--- src/rtl/lowampa_capture_ctrl.sv ---
`timescale 1ns/1ps
// -----------------------------------------------------------------------------
// lowampa_capture_ctrl
//
// Sequences capture windows for the lowampa buffer path. A window is:
//   IDLE -> PRE (pretrigger fill) -> ARMED (wait for a qualified hit)
//        -> POST (posttrigger fill) -> READ (wait for the buffer to be read
//        out) -> HOLD (dead time) -> PRE (continuous) or IDLE.
// The block qualifies the per-beam trigger vector with a beam mask, emits a
// one-cycle capture-aligned trigger pulse, and keeps trigger and lost-trigger
// statistics for readout.
//
// Optional feature (macro LOWAMPA_CAPTURE_TIMESTAMP_EN):
//   defined   - a free-running 48-bit cycle counter is built and trig_time_o
//               latches its value for the hit cycle of each accepted trigger.
//   undefined - no counter is built and trig_time_o is tied to 0.
//
// Ports:
//   aclk             datapath clock, all logic on the rising edge
//   aresetn          synchronous active-low reset
//   arm_i            single-cycle arm request (honoured only in IDLE)
//   disarm_i         single-cycle abort, highest priority
//   continuous_i     1 = re-arm automatically after holdoff
//   clr_counts_i     zeros trig_count_o and lost_count_o
//   pretrig_len_i    pretrigger fill length in cycles (0 acts as 1)
//   posttrig_len_i   posttrigger length in cycles (0 acts as 1)
//   holdoff_len_i    dead time after readout in cycles (0 acts as 1)
//   beam_trig_i      per-beam trigger flags
//   beam_mask_i      per-beam enables, 1 = beam participates
//   sw_trig_i        software trigger
//   capture_waiting  buffer is idle / read out and ready for a new capture
//   capture_enable   buffer write enable
//   trigger          one-cycle pulse per accepted trigger
//   trig_beams_o     masked beam pattern of the last accepted trigger
//   trig_count_o     accepted trigger count, wraps
//   lost_count_o     hits seen in POST/READ/HOLD, saturating
//   state_o          current state encoding
//   trig_time_o      timestamp of the last accepted trigger
// -----------------------------------------------------------------------------
module lowampa_capture_ctrl #(
  parameter int NBEAMS = 54,
  parameter int CNT_W  = 12,
  parameter int LOST_W = 16
) (
  input  logic              aclk,
  input  logic              aresetn,
  input  logic              arm_i,
  input  logic              disarm_i,
  input  logic              continuous_i,
  input  logic              clr_counts_i,
  input  logic [CNT_W-1:0]  pretrig_len_i,
  input  logic [CNT_W-1:0]  posttrig_len_i,
  input  logic [CNT_W-1:0]  holdoff_len_i,
  input  logic [NBEAMS-1:0] beam_trig_i,
  input  logic [NBEAMS-1:0] beam_mask_i,
  input  logic              sw_trig_i,
  input  logic              capture_waiting,
  output logic              capture_enable,
  output logic              trigger,
  output logic [NBEAMS-1:0] trig_beams_o,
  output logic [31:0]       trig_count_o,
  output logic [LOST_W-1:0] lost_count_o,
  output logic [2:0]        state_o,
  output logic [47:0]       trig_time_o
);

  typedef enum logic [2:0] {
    ST_IDLE  = 3'd0,
    ST_PRE   = 3'd1,
    ST_ARMED = 3'd2,
    ST_POST  = 3'd3,
    ST_READ  = 3'd4,
    ST_HOLD  = 3'd5
  } state_t;

  // The window counter holds "cycles remaining minus one", so a state is left
  // on the cycle the counter reads zero. Loading len-1 (or 0 for len 0) gives
  // exactly max(len,1) cycles in the state.
  function automatic logic [CNT_W-1:0] win_load(input logic [CNT_W-1:0] len);
    return (len == '0) ? '0 : len - CNT_W'(1);
  endfunction

  state_t             state_q, state_d;
  logic [CNT_W-1:0]   cnt_q, cnt_d;
  logic               arm_pend_q, arm_pend_d;
  logic               seen_low_q, seen_low_d;

  logic [NBEAMS-1:0]  hit_beams;
  logic               hit;
  logic               win_done;
  logic               accept;
  logic               lost_inc;

  logic               cap_en_d;
  logic [NBEAMS-1:0]  trig_beams_d;
  logic [31:0]        trig_count_d;
  logic [LOST_W-1:0]  lost_count_d;

  assign hit_beams = beam_trig_i & beam_mask_i;
  assign hit       = (|hit_beams) | sw_trig_i;
  assign win_done  = (cnt_q == '0);

  // A trigger is accepted only while ARMED; disarm suppresses it outright.
  assign accept    = (state_q == ST_ARMED) && hit && !disarm_i;

  // ---------------------------------------------------------------------------
  // State register (with the FSM's auxiliary state)
  // ---------------------------------------------------------------------------
  // NOTE: sequential state is written with non-blocking assignments so every
  // register samples the pre-edge values, independent of process ordering.
  always_ff @(posedge aclk) begin
    if (!aresetn) begin
      state_q    <= ST_IDLE;
      cnt_q      <= '0;
      arm_pend_q <= 1'b0;
      seen_low_q <= 1'b0;
    end else begin
      state_q    <= state_d;
      cnt_q      <= cnt_d;
      arm_pend_q <= arm_pend_d;
      seen_low_q <= seen_low_d;
    end
  end

  // ---------------------------------------------------------------------------
  // Next-state logic
  // ---------------------------------------------------------------------------
  // NOTE: every signal driven here gets a hold-value default first, so no path
  // through the case leaves one unassigned and no latch is inferred.
  always_comb begin
    state_d    = state_q;
    cnt_d      = cnt_q;
    arm_pend_d = arm_pend_q;
    seen_low_d = seen_low_q;

    if (disarm_i) begin
      state_d    = ST_IDLE;
      arm_pend_d = 1'b0;
    end else begin
      unique case (state_q)
        ST_IDLE: begin
          // An arm in the same cycle as capture_waiting starts immediately;
          // otherwise it is remembered until the buffer reports ready.
          if ((arm_pend_q || arm_i) && capture_waiting) begin
            state_d    = ST_PRE;
            arm_pend_d = 1'b0;
            cnt_d      = win_load(pretrig_len_i);
          end else if (arm_i) begin
            arm_pend_d = 1'b1;
          end
        end

        ST_PRE: begin
          if (win_done) state_d = ST_ARMED;
          else          cnt_d   = cnt_q - CNT_W'(1);
        end

        ST_ARMED: begin
          if (hit) begin
            state_d = ST_POST;
            cnt_d   = win_load(posttrig_len_i);
          end
        end

        ST_POST: begin
          if (win_done) begin
            state_d    = ST_READ;
            seen_low_d = 1'b0;
          end else begin
            cnt_d = cnt_q - CNT_W'(1);
          end
        end

        ST_READ: begin
          // Leave only on a low-then-high of capture_waiting seen inside READ,
          // so a level that is still high from before readout is not taken as
          // "read out".
          if (!capture_waiting) begin
            seen_low_d = 1'b1;
          end else if (seen_low_q) begin
            state_d = ST_HOLD;
            cnt_d   = win_load(holdoff_len_i);
          end
        end

        ST_HOLD: begin
          if (win_done) begin
            if (continuous_i) begin
              state_d = ST_PRE;
              cnt_d   = win_load(pretrig_len_i);
            end else begin
              state_d = ST_IDLE;
            end
          end else begin
            cnt_d = cnt_q - CNT_W'(1);
          end
        end

        default: state_d = ST_IDLE;
      endcase
    end
  end

  // ---------------------------------------------------------------------------
  // Output logic (next values of the registered outputs)
  // ---------------------------------------------------------------------------
  always_comb begin
    // Write enable trails the state by one cycle: high from the cycle after
    // PRE entry through the cycle after the last POST cycle, so its high time
    // equals the number of cycles spent in PRE, ARMED and POST.
    cap_en_d = !disarm_i && (state_q inside {ST_PRE, ST_ARMED, ST_POST});

    trig_beams_d = accept ? hit_beams : trig_beams_o;

    lost_inc = hit && !disarm_i
             && (state_q inside {ST_POST, ST_READ, ST_HOLD})
             && !(&lost_count_o);

    // Clearing wins over a coincident increment.
    if (clr_counts_i) begin
      trig_count_d = '0;
      lost_count_d = '0;
    end else begin
      trig_count_d = accept   ? trig_count_o + 32'd1       : trig_count_o;
      lost_count_d = lost_inc ? lost_count_o + LOST_W'(1)  : lost_count_o;
    end
  end

  always_ff @(posedge aclk) begin
    if (!aresetn) begin
      capture_enable <= 1'b0;
      trigger        <= 1'b0;
      trig_beams_o   <= '0;
      trig_count_o   <= '0;
      lost_count_o   <= '0;
    end else begin
      capture_enable <= cap_en_d;
      trigger        <= accept;
      trig_beams_o   <= trig_beams_d;
      trig_count_o   <= trig_count_d;
      lost_count_o   <= lost_count_d;
    end
  end

  // state_q is itself a register, so state_o is registered.
  assign state_o = state_q;

  // ---------------------------------------------------------------------------
  // Optional trigger timestamp
  // ---------------------------------------------------------------------------
`ifdef LOWAMPA_CAPTURE_TIMESTAMP_EN
  logic [47:0] ts_q;

  // trig_time_o takes the counter value of the hit cycle, so it updates on the
  // same edge that raises trigger.
  always_ff @(posedge aclk) begin
    if (!aresetn) begin
      ts_q        <= '0;
      trig_time_o <= '0;
    end else begin
      ts_q <= ts_q + 48'd1;
      if (accept) trig_time_o <= ts_q;
    end
  end
`else
  assign trig_time_o = '0;
`endif

endmodule
--- config.mk ---
export PLATFORM = sky130hd
export DESIGN_NAME = lowampa_capture_ctrl
export DESIGN_NICKNAME = d
export VERILOG_FILES = /design/src/rtl/lowampa_capture_ctrl.sv
export SDC_FILE = /design/constraint.sdc
export NUM_CORES = 1
export LEC_CHECK = 0
export CORE_MARGIN = 4
export CORE_UTILIZATION = 39
export CTS_BUF_LIST = sky130_fd_sc_hd__clkbuf_16
export CTS_CLUSTER_DIAMETER = 80
export CTS_CLUSTER_SIZE = 28
export DETAILED_ROUTE_END_ITERATION = 7
export PLACE_DENSITY = 0.78
export SLEW_MARGIN = 20
export SYNTH_ARGS = -nofsm -noshare
export SYNTH_HDL_FRONTEND = slang
export SYNTH_SLANG_ARGS = --single-unit
--- constraint.sdc ---
create_clock -name aclk -period 2.02 [get_ports aclk]
set_input_delay 0.202 -clock aclk [delete_from_list [all_inputs] [get_ports aclk]]
set_output_delay 0.202 -clock aclk [all_outputs]
set_load 0.01 [all_outputs]
; ---- After elaboration in Yosys (flattened, before gate mapping)
; Cells that the tools add are included.
; W data, S select, Z words.
[classes]
addsub = 6
mul = 0
n_div = 0
n_lt_le_gt_ge = 0
n_eq_ne = 15
n_shift = 0
mux = 25
bitwise = 4
n_reduce_logical = 29
[op_table]
columns = op, count
row1 = $mux W12, 10
row2 = $pmux W12 S5, 1
row3 = $and A54 B54 Y54, 1
row4 = $reduce_or A54 Y1, 1
row5 = $logic_not A12 Y1, 4
row6 = $sub A12 B1 Y12 const B, 4
row7 = $add A32 B1 Y32 const B, 1
row8 = $mux W3, 7
row9 = $ne A2 B2 Y1 const B, 9
row10 = $pmux W3 S6, 1
row11 = $add A16 B1 Y16 const B, 1
row12 = $reduce_and A16 Y1, 1
row13 = $reduce_and A8 Y1, 1
row14 = $logic_and A1 B1 Y1, 7
row15 = $reduce_and A7 Y1, 1
row16 = $eq A3 B2 Y1 const B, 2
row17 = $eq A3 B3 Y1 const B, 2
row18 = $reduce_bool A3 Y1, 2
row19 = $reduce_or A2 Y1, 3
row20 = $mux W1, 5
row21 = $reduce_bool A5 Y1, 1
row22 = $reduce_and A4 Y1, 1
row23 = $reduce_bool A2 Y1, 2
row24 = $eq A3 B1 Y1 const B, 1
row25 = other kinds (8), 10
[totals]
regBits = 121
latch_bits = 0
ramBits = 0
romBits = 0
wordCells = 88
memories = 0

; ---- Longest topological paths before layout
; Gate-level depths: netlist of run 1.
[depth]
word_depth = 6
mapped_depth = 10

; ---- Least setup slack after synthesis of run 1
; OpenSTA, ideal clock, no wires.
[synth_timing]
path_type = input port to flip-flop
startpoint = input holdoff_len_i[0]
endpoint = register cnt_q[10]
setup_time_ns = 0.117
arrival_time_ns = 1.952
required_time_ns = 1.903
slack_ns = -0.049
stages = 9
path_buffers = 0
path_cell_list = inv_1 -> ha_1 -> nor3b_2 -> nand2_1 -> or4_1 -> xor2_1 -> o22ai_1 -> or3_1 -> a32o_1
[synth_between]
elab_chain_len = 5
elab_cells_between_ends = 6
classes_between = add/sub (1) / mux (4) / reduce/logical (1)
[synth_lines]
columns = element, line_no
row1 = start: declaration, 53  ; input logic [CNT_W-1:0] holdoff_len_i,
row2 = $sub A12 B1 Y12 / $logic_not A12 Y1 (equally long branches), 80  ; return (len == '0) ? '0 : len - CNT_W'(1);
row3 = $mux W12 (*), 80
row4 = $mux W12 (*), 180  ; end else if (seen_low_q) begin
row5 = $mux W12 (*), 178  ; if (!capture_waiting) begin
row6 = $pmux W12 S5 (*), 140  ; unique case (state_q)
row7 = end signal: assignment, 119  ; cnt_q <= cnt_d;
row8 = end: declaration, 84  ; logic [CNT_W-1:0] cnt_q, cnt_d;
; Every way passes the cells marked *; elsewhere a longest branch is shown, timed or not. The select of a mux whose other input is x is not followed.
; A chain may end at the register's enable or synchronous reset.

; ---- Worst setup path after layout of run 1
[layout_timing]
startpoint = register cnt_q[1]
endpoint = register cnt_q[10]
[layout_between]
elab_chain_len = 3
elab_cells_between_ends = 8
classes_between = add/sub (1) / eq/ne (2) / mux (3) / reduce/logical (2)
[layout_lines]
columns = element, line_no
row1 = $sub A12 B1 Y12 / $logic_not A12 Y1 (equally long branches), -
row2 = $mux W12 (tied with other cells), 187  ; if (win_done) begin
row3 = $pmux W12 S5 / $reduce_and A8 Y1 (equally long branches), -
; Parallel ways exist; a longest one is shown, timed or not. The select of a mux whose other input is x is not followed.

==> results of run 1 <==
[sequential cells by signal, summed over array words and instances, names as in the netlist]
| register | count |
|---|---|
| trig_beams_o | 54 |
| trig_count_o | 32 |
| lost_count_o | 16 |
| cnt_q | 12 |
| state_o | 3 |
| arm_pend_q | 1 |
| capture_enable | 1 |
| seen_low_q | 1 |
| trigger | 1 |
[power groups by stage]
stage	Sequential, mW	Combinational (mW)	Clock (mW)
final	2.44	1.07	3.10
after global routing	2.44	1.14	3.26
after CTS	2.44	0.996	3.14
after detailed placement	2.48	0.966	0
after global placement	2.48	0.956	0
after floorplan	2.48	0.430	0
[critical path, stage by stage (launching register included)]
cell     delay [ns]
dfxtp_2        0.32
inv_2          0.07
ha_4           0.12
nor4b_4        0.20
buf_4          0.17
buf_4          0.10
a31oi_1        0.10
o21ai_2        0.24
nor3_1         0.08
or3_1          0.33
a32o_1         0.23
[cell type report]
cell class | count | share of cell area
Sequential cell | 121 | 0.203
Multi-Input combinational cell | 673 | 0.370
Clock buffer | 17 | 0.0356
Inverter | 14 | 0.00439
Clock inverter | 14 | 0.0143
Antenna cell | 2 | 0.000418
Timing Repair Buffer | 420 | 0.349
Tap cell | 225 | 0.0235
[per-layer routing]
layer | routed length [um] | vias up | track usage | share of wire
met5 | 0 | - | 0 | 0
met4 | 1150 | 0 | 0.111 | 0.041
met3 | 2340 | 76 | 0.0605 | 0.085
met2 | 13600 | 384 | 0.430 | 0.49
met1 | 10600 | 3718 | 0.292 | 0.38
li1 | - | 3819 | - | -
[cells in the final DEF (no fill, tap or decap), types with 5 or more instances in the layout]
master / n
nand4_1: 5
nand2_1: 89
a21boi_0: 7
dlymetal6s2s_1: 30
o31ai_1: 10
a21oi_1: 42
a22oi_2: 13
buf_4: 129
o21a_1: 5
or3_1: 19
dfxtp_1: 118
buf_12: 12
nor2_1: 50
a21boi_1: 45
nor3_2: 5
ha_1: 5
xor2_1: 23
a221oi_2: 5
o21ai_0: 17
o22ai_1: 9
buf_6: 11
nor4_1: 8
o2111ai_1: 7
conb_1: 48
or4_1: 11
nand3_1: 74
a22o_1: 6
inv_1: 11
and3_1: 10
o21ai_2: 13
xnor2_1: 21
buf_16: 6
nor3_1: 22
and2_1: 7
clkbuf_16: 19
dlygate4sd2_1: 31
clkdlybuf4s50_1: 191
o211ai_1: 7
[through the flow]
stage	setup slack, ns	setup TNS, ns	std cells
after floorplan	-0.0161	-0.0161	899
after global routing	-0.159	-1.36	1485
after CTS	-0.0196	-0.0257	1470
after detailed placement	-0.602	-55.59	1419
after global placement	-0.543	-54.38	1419
final	-0.0663	-0.221	1486
[cell families after synthesis]
kind of cell | Yosys count | share of synthesized area
xor gates and xnor gates | 44 | 0.0550
adders and majority gates | 7 | 0.0125
AOI/OAI and AO/OA | 230 | 0.234
DFF | 121 | 0.346
buffers and inverters | 105 | 0.0936
muxes | 3 | 0.00429
other | 1 | 0.000535
and+or+nand+nor | 341 | 0.254
[repair_timing]
| action | 4_1_cts | 5_1_grt |
|---|---|---|
| cloned | 6 | 5 |
| endpoints found under the setup margin | 89 | 111 |
| pin swaps | 12 | 50 |
| gates resized for setup | 76 | 116 |
| buffers inserted | 15 | 10 |
[worst paths after layout]
check,startpoint,end,slack (ns),depth (start not counted)
worst max-delay path,cnt_q[1],cnt_q[10],-0.07,10
worst max register to register,cnt_q[1],cnt_q[10],-0.07,10
worst min register to register,trig_beams_o[14],trig_beams_o[14],0.45,2
worst min-delay path,beam_trig_i[47],trig_beams_o[47],0.07,3
==> impl_table.tex, run 1 <==
\begin{tabular}{lr}
\hline
Metric & Value \\
\hline
\multicolumn{2}{l}{\textbf{Outcome}} \\
\quad Outcome & finished, violations left \\
\quad Violated checks & negative setup slack \\
\multicolumn{2}{l}{\textbf{Global route}} \\
\quad Aggregate global-route resource usage & 0.249 \\
\quad Congestion Overflow GR & 0 \\
\quad Initial antenna violation count & 1 \\
\quad Maximum number of pins on one net before global-route repair & 55 \\
\quad Vias in the first global route & 7569 \\
\quad Global-route wire length before repair & 40.1 mm \\
\multicolumn{2}{l}{\textbf{Clocking}} \\
\quad Latest clock arrival within the worst-skew pair & 0.41 ns \\
\quad Clock slew seen by the registers of the worst setup and hold paths & 0.06 ns \\
\quad Clock root buffer & clkbuf\_16 \\
\quad TritonCTS clock tree & done \\
\quad Number of buffers added by the clock tree synthesis step & 17 \\
\quad CTS HTree Levels & 4 \\
\quad Clock tree sinks & 121 \\
\quad Number of buffers inserted for hold repair after clock tree synthesis & 0 \\
\quad Maximum buffer depth of the clock tree & 2 \\
\multicolumn{2}{l}{\textbf{Finish}} \\
\quad Layout Cell Area excl Fill & 12000 um\^{}2 \\
\quad Post-Route Utilization & 0.685 \\
\quad Storage element area & 2430 um\^{}2 \\
\quad Nets & 1406 \\
\quad FILL cells & 1350 \\
\quad Syn-to-layout area delta & 70.8\% \\
\quad Share of post-route cells with drive strength above 1 & 0.224 \\
\quad Multi-input logic area & 4420 um\^{}2 \\
\multicolumn{2}{l}{\textbf{Synthesis}} \\
\quad Area share of the leading cell type in the synthesized netlist & 0.346 \\
\quad Post-synth EDFFs & 0 \\
\quad Most frequent cells after synthesis & 121 x dfxtp\_1, 91 x nand2\_1, 75 x nand3\_1 \\
\quad Number of distinct library cells after synthesis & 72 \\
\quad Share of synthesized area occupied by flip-flops and latches & 0.346 \\
\quad Mapped cell area & 7010 um\^{}2 \\
\quad FFs w/ async S/R, synth & 0 \\
\quad Cell type with the largest total area after synthesis & dfxtp\_1 \\
\quad Average cell area after synthesis & 8.22 um\^{}2 \\
\quad Seq cells post-synth & 121 \\
\quad Count of yosys warnings during synthesis & 0 \\
\quad Number of cells produced by synthesis & 852 \\
\quad Most common cell in the netlist & dfxtp\_1 \\
\quad Commonest register cell after synthesis & dfxtp\_1 \\
\quad Most area-consuming cells after synthesis & dfxtp\_1 35\%, buf\_4 5.9\%, nand3\_1 5.4\% \\
\multicolumn{2}{l}{\textbf{Setup path}} \\
\quad Crit start category & flop \\
\quad Data required time at the worst endpoint & 2.32 ns \\
\quad Crit. End Element & flop \\
\quad CP max FO & 3 \\
\quad Crit path kind & flop to flop \\
\quad Worst Path Arrival & 2.39 ns \\
\multicolumn{2}{l}{\textbf{STA}} \\
\quad Worst slew margin relative to its limit & 0.540 \\
\quad Count of endpoints failing hold in the final timing report & 0 \\
\quad Worst clock skew & 0.0101 ns \\
\quad Final WS setup & -0.0663 ns \\
\quad Final setup violation count & 6 \\
\quad Post-route fraction of the period consumed by the critical path & 1.03 \\
\quad Unrepaired setup endpoints after global routing & true \\
\quad Slew Viols, Final & 0 \\
\quad Slew @ Worst Pin & 0.689 ns \\
\quad Worst hold slack after final layout & 0.0720 ns \\
\quad Upper clock frequency limit & 479 MHz \\
\quad Shortest period the worst path allows & 2.09 ns \\
\multicolumn{2}{l}{\textbf{Power and ir drop}} \\
\quad Power per cell area & 553 nW/um\^{}2 \\
\quad Post-layout power & 6.61 mW \\
\quad Max VDD drop & 0.544 mV \\
\quad Leakage power of the design & 4.73 nW \\
\quad Clock network fraction of design power & 0.469 \\
\quad Switching Share & 0.253 \\
\quad Power dissipated by switching net loads & 1.67 mW \\
\quad Combinational share of power & 0.162 \\
\quad Cell internal power dissipation & 4.94 mW \\
\quad Sequential share of power & 0.369 \\
\multicolumn{2}{l}{\textbf{Floorplan}} \\
\quad Initial core utilization & 0.401 \\
\quad Placement Rows & 48 \\
\quad \# IOs & 307 \\
\quad Die Y & 142 um \\
\quad Die area & 20200 um\^{}2 \\
\quad Placeable Area & 17500 um\^{}2 \\
\quad Die extent in x & 142 um \\
\multicolumn{2}{l}{\textbf{Routing}} \\
\quad Initial detailed-routing violation count & 436 \\
\quad Number of detailed-routing iterations run before antenna repair & 5 \\
\quad Total wire length after detailed routing & 27.7 mm \\
\quad Routed via count & 7997 \\
\quad Wirelength per Cell & 18.6 um \\
\quad Remaining antenna violation count & 0 \\
\quad DRC violation count after routing & 0 \\
\quad DR vias/cell & 5.38 \\
\multicolumn{2}{l}{\textbf{Place}} \\
\quad Final estimated routing congestion in global placement & 0.876 \\
\quad Cell area after placement & 10500 um\^{}2 \\
\quad Count of buffers inserted at the top-level ports & 258 \\
\quad Half-perimeter wire length after detailed placement & 19.4 mm \\
\multicolumn{2}{l}{\textbf{Worst hold path}} \\
\quad Path type of the worst min-delay path & primary input to flop \\
\multicolumn{2}{l}{\textbf{Flow run}} \\
\quad Count of maximum capacitance violations & 0 \\
\hline
\end{tabular}
Note: power is estimated with default switching activity, not from simulation.
==> run 2, diff against run 1 <==
--- a/config.mk
+++ b/config.mk
@@ -5,6 +5,7 @@
 export SDC_FILE = /design/constraint.sdc
 export NUM_CORES = 1
 export LEC_CHECK = 0
+export CORE_ASPECT_RATIO = 1.75
 export CORE_MARGIN = 4
 export CORE_UTILIZATION = 39
 export CTS_BUF_LIST = sky130_fd_sc_hd__clkbuf_16
==> impl_table.tex, run 2 (same netlist as run 1, synthesis figures left out) <==
\begin{tabular}{lr}
\hline
Metric & Value \\
\hline
\multicolumn{2}{l}{\textbf{Outcome}} \\
\quad Outcome & finished, violations left \\
\quad Violated checks & negative setup slack \\
\multicolumn{2}{l}{\textbf{STA}} \\
\quad Final WS setup & -0.0480 ns (+0.0183 ns) \\
\quad Unrepaired setup endpoints after global routing & true \\
\quad Upper clock frequency limit & 484 MHz (+0.89\%) \\
\quad Shortest period the worst path allows & 2.07 ns (-0.0183 ns) \\
\quad Worst slew margin relative to its limit & 0.499 (-0.0404) \\
\quad Slew @ Worst Pin & 0.750 ns (+0.0605 ns) \\
\quad Post-route fraction of the period consumed by the critical path & 1.02 (-0.00906) \\
\quad Worst clock skew & 0.0111 ns (+0.000960 ns) \\
\quad Slew Viols, Final & 0 (unchanged) \\
\quad Count of endpoints failing hold in the final timing report & 0 (unchanged) \\
\quad Final setup violation count & 4 (-2) \\
\multicolumn{2}{l}{\textbf{Finish}} \\
\quad FILL cells & 1375 (+1.9\%) \\
\quad Post-Route Utilization & 0.675 (-0.00926) \\
\quad Share of post-route cells with drive strength above 1 & 0.223 (-0.000880) \\
\quad Most common cell after layout, fill and taps aside & clkdlybuf4s50\_1 \\
\quad Number of flip-flops in the largest register & 54 (unchanged) \\
\quad Top reg by flops & trig\_beams\_o \\
\quad Nets & 1401 (-0.36\%) \\
\quad Largest registers in the final layout & trig\_beams\_o: 54 flops, trig\_count\_o: 32 flops, lost\_count\_o: 16 flops \\
\quad Syn-to-layout area delta & 69.0\% \\
\quad Commonest cells after routing, fill and taps aside & 193 x clkdlybuf4s50\_1, 128 x buf\_4, 116 x dfxtp\_1 \\
\quad Post-route insts no fill & 1489 (+0.20\%) \\
\multicolumn{2}{l}{\textbf{Global route}} \\
\quad Maximum number of pins on one net before global-route repair & 60 (+9.1\%) \\
\quad Busiest metal layer after global routing & met2 \\
\quad Global routing usage on met1 & 0.239 (-0.0524) \\
\quad Grt met2 use & 0.483 (+0.0530) \\
\quad Global-route wire length before repair & 40.5 mm (+1.0\%) \\
\quad Initial antenna violation count & 3 (+2) \\
\quad Aggregate global-route resource usage & 0.257 (+0.00793) \\
\quad Met3 track demand over resource in global routing & 0.0572 (-0.00328) \\
\quad Vias in the first global route & 7866 (+3.9\%) \\
\quad Congestion Overflow GR & 0 (unchanged) \\
\multicolumn{2}{l}{\textbf{Setup path}} \\
\quad Buffers \& Inverters on Critical Path & 1 (-2) \\
\quad Crit. End Element & flop \\
\quad CP max FO & 7 (+4) \\
\quad Slack of the worst reg-to-reg path & -0.05 ns (+0.02 ns) \\
\quad Crit path kind & flop to flop \\
\quad Data required time at the worst endpoint & 2.31 ns (about the same) \\
\quad Top Family by Delay on Critical Path & simple AND/OR/NAND/NOR gates \\
\quad Worst-path cell with the longest stage delay & nor4\_4 \\
\quad Worst Path Arrival & 2.36 ns (-0.03 ns) \\
\quad Worst path cell trace & nor4\_4 -> nand4\_1 -> a21oi\_1 -> and3b\_2 -> o41a\_4 -> buf\_6 -> o221a\_1 \\
\quad Crit start category & flop \\
\quad Largest stage delay on the critical path & 0.40 ns (+0.07 ns) \\
\multicolumn{2}{l}{\textbf{Place}} \\
\quad Final estimated routing congestion in global placement & 0.952 (+8.7\%) \\
\quad Half-perimeter wire length after detailed placement & 19.7 mm (+1.9\%) \\
\quad Placed Cells & 1419 (unchanged) \\
\quad Count of buffers inserted at the top-level ports & 258 (unchanged) \\
\multicolumn{2}{l}{\textbf{Clocking}} \\
\quad Maximum buffer depth of the clock tree & 2 (unchanged) \\
\quad Clock slew seen by the registers of the worst setup and hold paths & 0.06 ns (about the same) \\
\quad Number of buffers added by the clock tree synthesis step & 17 (unchanged) \\
\quad CTS HTree Levels & 4 (unchanged) \\
\quad Clock root buffer & clkbuf\_16 \\
\quad TritonCTS clock tree & done \\
\quad Clock tree sinks & 121 (unchanged) \\
\quad Latest clock arrival within the worst-skew pair & 0.41 ns (about the same) \\
\multicolumn{2}{l}{\textbf{Worst hold path}} \\
\quad Path type of the worst min-delay path & primary input to flop \\
\multicolumn{2}{l}{\textbf{Power and ir drop}} \\
\quad Max VDD drop & 0.517 mV (-4.8\%) \\
\quad Sequential share of power & 0.378 (+0.009) \\
\quad Leakage power of the design & 4.61 nW (-2.7\%) \\
\quad Cell internal power dissipation & 4.80 mW (-2.9\%) \\
\quad Combinational share of power & 0.168 (+0.006) \\
\quad Clock network fraction of design power & 0.454 (-0.015) \\
\quad Power dissipated by switching net loads & 1.65 mW (-1.0\%) \\
\quad Switching Share & 0.256 (+0.00360) \\
\quad Power per cell area & 545 nW/um\^{}2 (-1.4\%) \\
\multicolumn{2}{l}{\textbf{Routing}} \\
\quad Number of detailed-routing iterations run before antenna repair & 5 (unchanged) \\
\quad Remaining antenna violation count & 0 (unchanged) \\
\quad DRC violation count after routing & 0 (unchanged) \\
\quad Total wire length after detailed routing & 28.5 mm (+3.0\%) \\
\quad DR vias/cell & 5.53 (+2.8\%) \\
\quad Routed via count & 8234 (+3.0\%) \\
\quad Wirelength per Cell & 19.2 um (+2.8\%) \\
\quad Initial detailed-routing violation count & 397 (-8.9\%) \\
\multicolumn{2}{l}{\textbf{Floorplan}} \\
\quad Die area & 20300 um\^{}2 (+0.42\%) \\
\quad Die extent in x & 109 um (-23\%) \\
\quad Die Y & 185 um (+30\%) \\
\quad Placeable Area & 17500 um\^{}2 (+0.34\%) \\
\quad \# IOs & 307 (unchanged) \\
\quad Initial core utilization & 0.399 (-0.00137) \\
\quad Placement Rows & 64 (+33\%) \\
\multicolumn{2}{l}{\textbf{Flow run}} \\
\quad Count of maximum capacitance violations & 0 (unchanged) \\
\hline
\end{tabular}
==> run 2: stage by stage <==
stage / cell area, um^2 / power [mW] / setup slack (ns) / TNS [ns] / hold WS, ns
2_1_floorplan: 7190 / 2.92 / -0.0161 / -0.0161 / 0.298
3_3_place_gp: 10400 / 3.44 / -0.587 / -52.11 / 0.440
3_5_place_dp: 10400 / 3.45 / -0.607 / -55.60 / 0.444
4_1_cts: 11500 / 6.41 / -0.0532 / -0.0532 / 0.192
5_1_grt: 11800 / 6.67 / -0.160 / -3.12 / 0.107
6_report: 11800 / 6.45 / -0.0480 / -0.112 / 0.109
==> run 2: final timing paths <==
path | endpoint | startpoint | depth (start not counted)
setup / recovery | cnt_q[7] | cnt_q[6] | 7
hold / removal | trig_beams_o[38] | beam_mask_i[38] | 3
setup reg to reg | cnt_q[7] | cnt_q[6] | 7
hold reg to reg | trig_beams_o[0] | trig_beams_o[0] | 2
==> run 2: final cells by class <==
| cell class | count | area, um^2 | area share |
|---|---|---|---|
| antenna | 3 | 7.51 | 0.000634 |
| clock buffer | 17 | 425 | 0.0359 |
| clock inverter | 15 | 136 | 0.0115 |
| inverter | 14 | 52.6 | 0.00444 |
| multi-input combinational | 674 | 4450 | 0.376 |
| sequential | 121 | 2430 | 0.205 |
| tap | 231 | 289 | 0.0244 |
| timing repair buffer | 414 | 4050 | 0.342 |
==> run 2: power by group through the flow <==
| stage | clock network (mW) | registers, mW | logic [mW] |
|---|---|---|---|
| 2_1_floorplan | 0 | 2.48 | 0.430 |
| 3_3_place_gp | 0 | 2.48 | 0.961 |
| 3_5_place_dp | 0 | 2.48 | 0.971 |
| 4_1_cts | 2.97 | 2.43 | 0.998 |
| 5_1_grt | 3.08 | 2.44 | 1.15 |
| 6_report | 2.93 | 2.44 | 1.09 |
==> run 2: worst register-to-register path, cell delays in order (launching register included) <==
cell and delay [ns]:
dfxtp_1 0.37, nor4_4 0.40, nand4_1 0.22, a21oi_1 0.17, and3b_2 0.25, o41a_4 0.16, buf_6 0.15, o221a_1 0.23
==> run 2: repair_timing <==
| item | CTS | global route |
|---|---|---|
| resized for setup | 111 | 77 |
| setup buffers | 18 | 9 |
| hold endpoints to repair | 0 | 0 |
| endpoints found under the setup margin | 98 | 107 |
| hold buffers | 0 | 0 |
| pin swaps | 34 | 34 |
| gates cloned | 8 | 3 |
==> run 2: metal layers <==
metal  wire [um]  vias to the layer above  part of all wire
li1            -                     3836                 -
met1        9390                     3878              0.33
met2       15400                      416              0.54
met3        2110                      104             0.074
met4        1620                        0             0.057
met5           0                        -                 0
==> run 3, diff against run 2 <==
--- a/config.mk
+++ b/config.mk
@@ -12,6 +12,7 @@
 export CTS_CLUSTER_DIAMETER = 80
 export CTS_CLUSTER_SIZE = 28
 export DETAILED_ROUTE_END_ITERATION = 7
+export GPL_TIMING_DRIVEN = 0
 export PLACE_DENSITY = 0.78
 export SLEW_MARGIN = 20
 export SYNTH_ARGS = -nofsm -noshare
==> impl_table.tex, run 3 (same netlist as run 1, synthesis figures left out) <==
\begin{tabular}{lr}
\hline
Metric & Value \\
\hline
\multicolumn{2}{l}{\textbf{Outcome}} \\
\quad Outcome & finished, violations left \\
\quad Violated checks & negative setup slack \\
\multicolumn{2}{l}{\textbf{Power and ir drop}} \\
\quad Post-layout power & 6.73 mW (+4.3\%) \\
\quad Cell internal power dissipation & 5.10 mW (+6.4\%) \\
\quad Sequential share of power & 0.363 (-0.015) \\
\quad Power per cell area & 579 nW/um\^{}2 (+6.4\%) \\
\quad Switching Share & 0.241 (-0.0149) \\
\quad Max VDD drop & 0.405 mV (-22\%) \\
\quad Leakage power of the design & 4.59 nW (-0.46\%) \\
\quad Power dissipated by switching net loads & 1.62 mW (-1.8\%) \\
\quad Clock network fraction of design power & 0.491 (+0.037) \\
\quad Combinational share of power & 0.146 (-0.022) \\
\multicolumn{2}{l}{\textbf{Global route}} \\
\quad Global routing usage on met1 & 0.245 (+0.00547) \\
\quad Maximum number of pins on one net before global-route repair & 17 (-72\%) \\
\quad Grt met2 use & 0.483 (about the same) \\
\quad Aggregate global-route resource usage & 0.258 (+0.00144) \\
\quad Global-route wire length before repair & 40.1 mm (-0.97\%) \\
\quad Busiest metal layer after global routing & met2 \\
\quad Initial antenna violation count & 5 (+2) \\
\quad Vias in the first global route & 7534 (-4.2\%) \\
\quad Met3 track demand over resource in global routing & 0.0624 (+0.00523) \\
\quad Congestion Overflow GR & 0 (unchanged) \\
\multicolumn{2}{l}{\textbf{Floorplan}} \\
\quad Initial core utilization & 0.399 (unchanged) \\
\quad Placeable Area & 17500 um\^{}2 (unchanged) \\
\quad Die area & 20300 um\^{}2 (unchanged) \\
\quad \# IOs & 307 (unchanged) \\
\quad Die Y & 185 um (unchanged) \\
\quad Die extent in x & 109 um (unchanged) \\
\quad Placement Rows & 64 (unchanged) \\
\multicolumn{2}{l}{\textbf{STA}} \\
\quad Post-route fraction of the period consumed by the critical path & 1.05 (+0.0309) \\
\quad Worst hold slack after final layout & 0.0546 ns (-0.0548 ns) \\
\quad Final WS setup & -0.110 ns (-0.0624 ns) \\
\quad Count of endpoints failing hold in the final timing report & 0 (unchanged) \\
\quad Setup total negative slack & -0.872 ns (-0.760 ns) \\
\quad Worst clock skew & 0.00930 ns (-0.00180 ns) \\
\quad Final setup violation count & 12 (+8) \\
\quad Worst slew margin relative to its limit & 0.606 (+0.106) \\
\quad Shortest period the worst path allows & 2.13 ns (+0.0624 ns) \\
\quad Unrepaired setup endpoints after global routing & true \\
\quad Slew Viols, Final & 0 (unchanged) \\
\quad Upper clock frequency limit & 469 MHz (-2.9\%) \\
\quad Slew @ Worst Pin & 0.587 ns (-0.163 ns) \\
\multicolumn{2}{l}{\textbf{Routing}} \\
\quad Total wire length after detailed routing & 27.9 mm (-2.3\%) \\
\quad Remaining antenna violation count & 0 (unchanged) \\
\quad DR vias/cell & 5.39 (-2.4\%) \\
\quad Initial detailed-routing violation count & 371 (-6.5\%) \\
\quad DRC violation count after routing & 0 (unchanged) \\
\quad Number of detailed-routing iterations run before antenna repair & 5 (unchanged) \\
\quad Routed via count & 7882 (-4.3\%) \\
\quad Wirelength per Cell & 19.1 um (-0.41\%) \\
\multicolumn{2}{l}{\textbf{Finish}} \\
\quad Syn-to-layout area delta & 65.7\% \\
\quad Largest registers in the final layout & trig\_beams\_o: 54 flops, trig\_count\_o: 32 flops, lost\_count\_o: 16 flops \\
\quad Nets & 1371 (-2.1\%) \\
\quad Number of flip-flops in the largest register & 54 (unchanged) \\
\quad Most common cell after layout, fill and taps aside & clkdlybuf4s50\_1 \\
\quad Share of post-route cells with drive strength above 1 & 0.197 (-0.0262) \\
\quad Post-Route Utilization & 0.662 (-0.0132) \\
\quad Commonest cells after routing, fill and taps aside & 185 x clkdlybuf4s50\_1, 114 x dfxtp\_1, 88 x nand2\_1 \\
\quad Top reg by flops & trig\_beams\_o \\
\quad FILL cells & 1440 (+4.7\%) \\
\multicolumn{2}{l}{\textbf{Setup path}} \\
\quad Crit path kind & flop to flop \\
\quad Worst setup path end & cnt\_q[11] \\
\quad Worst Path Arrival & 2.43 ns (+0.07 ns) \\
\quad CP max FO & 7 (unchanged) \\
\quad Data required time at the worst endpoint & 2.32 ns (about the same) \\
\quad Launching element of the worst setup path & cnt\_q[4] \\
\quad Crit. End Element & flop \\
\quad Reg-to-reg critical path endpoint & cnt\_q[11] \\
\quad Worst r2r path cells & 7 (unchanged) \\
\quad Launching point of the worst reg2reg path & cnt\_q[4] \\
\quad Crit start category & flop \\
\quad Slack of the worst reg-to-reg path & -0.11 ns (-0.06 ns) \\
\multicolumn{2}{l}{\textbf{Worst hold path}} \\
\quad Path type of the worst min-delay path & primary input to flop \\
\quad Worst hold path cell count & 3 (unchanged) \\
\multicolumn{2}{l}{\textbf{Place}} \\
\quad Final estimated routing congestion in global placement & 0.898 (-5.7\%) \\
\quad Setup Slack @ Placement & -0.896 ns (-0.289 ns) \\
\quad Count of buffers inserted at the top-level ports & 258 (unchanged) \\
\quad Half-perimeter wire length after detailed placement & 21.4 mm (+8.1\%) \\
\multicolumn{2}{l}{\textbf{Clocking}} \\
\quad Maximum buffer depth of the clock tree & 2 (unchanged) \\
\quad Clock root buffer & clkbuf\_16 \\
\quad Clock tree sinks & 121 (unchanged) \\
\quad Latest clock arrival within the worst-skew pair & 0.42 ns (about the same) \\
\quad CTS HTree Levels & 4 (unchanged) \\
\quad Clock slew seen by the registers of the worst setup and hold paths & 0.06 ns (about the same) \\
\quad TritonCTS clock tree & done \\
\quad Number of buffers added by the clock tree synthesis step & 17 (unchanged) \\
\quad Number of buffers inserted for hold repair after clock tree synthesis & 0 (unchanged) \\
\multicolumn{2}{l}{\textbf{Flow run}} \\
\quad Count of maximum capacitance violations & 0 (unchanged) \\
\hline
\end{tabular}
run 3: cell count changes in the layout (fill, tap and decap cells not counted), moves of 5 or more:
cell	previous run	this run
buf_16	5	0
a21oi_2	8	1
clkdlybuf4s15_1	1	7
dlymetal6s2s_1	20	45
clkbuf_1	0	14
a21boi_1	46	29
clkbuf_4	0	5
clkdlybuf4s50_1	193	185
buf_4	128	80
a21boi_0	8	25
a21oi_1	37	44
dlygate4sd2_1	41	18
run 3: metal layers:
layer	part of all wire	vias to the layer above
met5	0	-
met4	0.050	0
met3	0.081	87
met2	0.54	404
met1	0.33	3631
li1	-	3760
run 3: worst min-delay path by stage:
stage | from | endpoint | slack, ns
6_report | beam_mask_i[44] | trig_beams_o[44] | 0.05
5_1_grt | beam_mask_i[44] | trig_beams_o[44] | 0.07
4_1_cts | beam_mask_i[44] | trig_beams_o[44] | 0.19
3_5_place_dp | trig_beams_o[45] | trig_beams_o[45] | 0.44
3_3_place_gp | trig_beams_o[26] | trig_beams_o[26] | 0.44
2_1_floorplan | capture_waiting | arm_pend_q | 0.30
run 3: worst max-delay path: stages, from the launching register on:
cell and delay [ns]:
dfxtp_4 0.37, nor4_4 0.40, nand4_1 0.30, a21oi_1 0.18
and3b_2 0.23, o41a_4 0.14, buf_6 0.16, o221a_1 0.23
run 3: area by class of cell:
class	instances	area, um^2	area share
Clock buffer	17	425	0.0366
Clock inverter	14	206	0.0178
Sequential cell	121	2440	0.210
Tap cell	231	289	0.0249
Timing Repair Buffer	294	3010	0.259
Buffer	90	682	0.0587
Inverter	14	52.6	0.00453
Multi-Input combinational cell	674	4500	0.387
Antenna cell	6	15.0	0.00129
run 3: stage by stage:
stage | instance area [um^2] | cells
floorplan | 7190 | 899
global placement | 10100 | 1388
detailed placement | 10100 | 1388
CTS | 11100 | 1437
global route | 11600 | 1460
finish | 11600 | 1461
run 3: repair_timing:
item                                    CTS  global route
pin swaps                                29            44
resized for setup                        87           139
buffers inserted                         16            17
endpoints found under the setup margin  116            98
cloned                                    2             2
run 3: power groups by stage:
stage               registers [mW]  logic (mW)  clock network (mW)
finish                        2.44       0.982                3.30
global route                  2.44        1.05                3.44
CTS                           2.44       0.940                3.34
detailed placement            2.49       0.895                   0
global placement              2.49       0.888                   0
floorplan                     2.48       0.430                   0
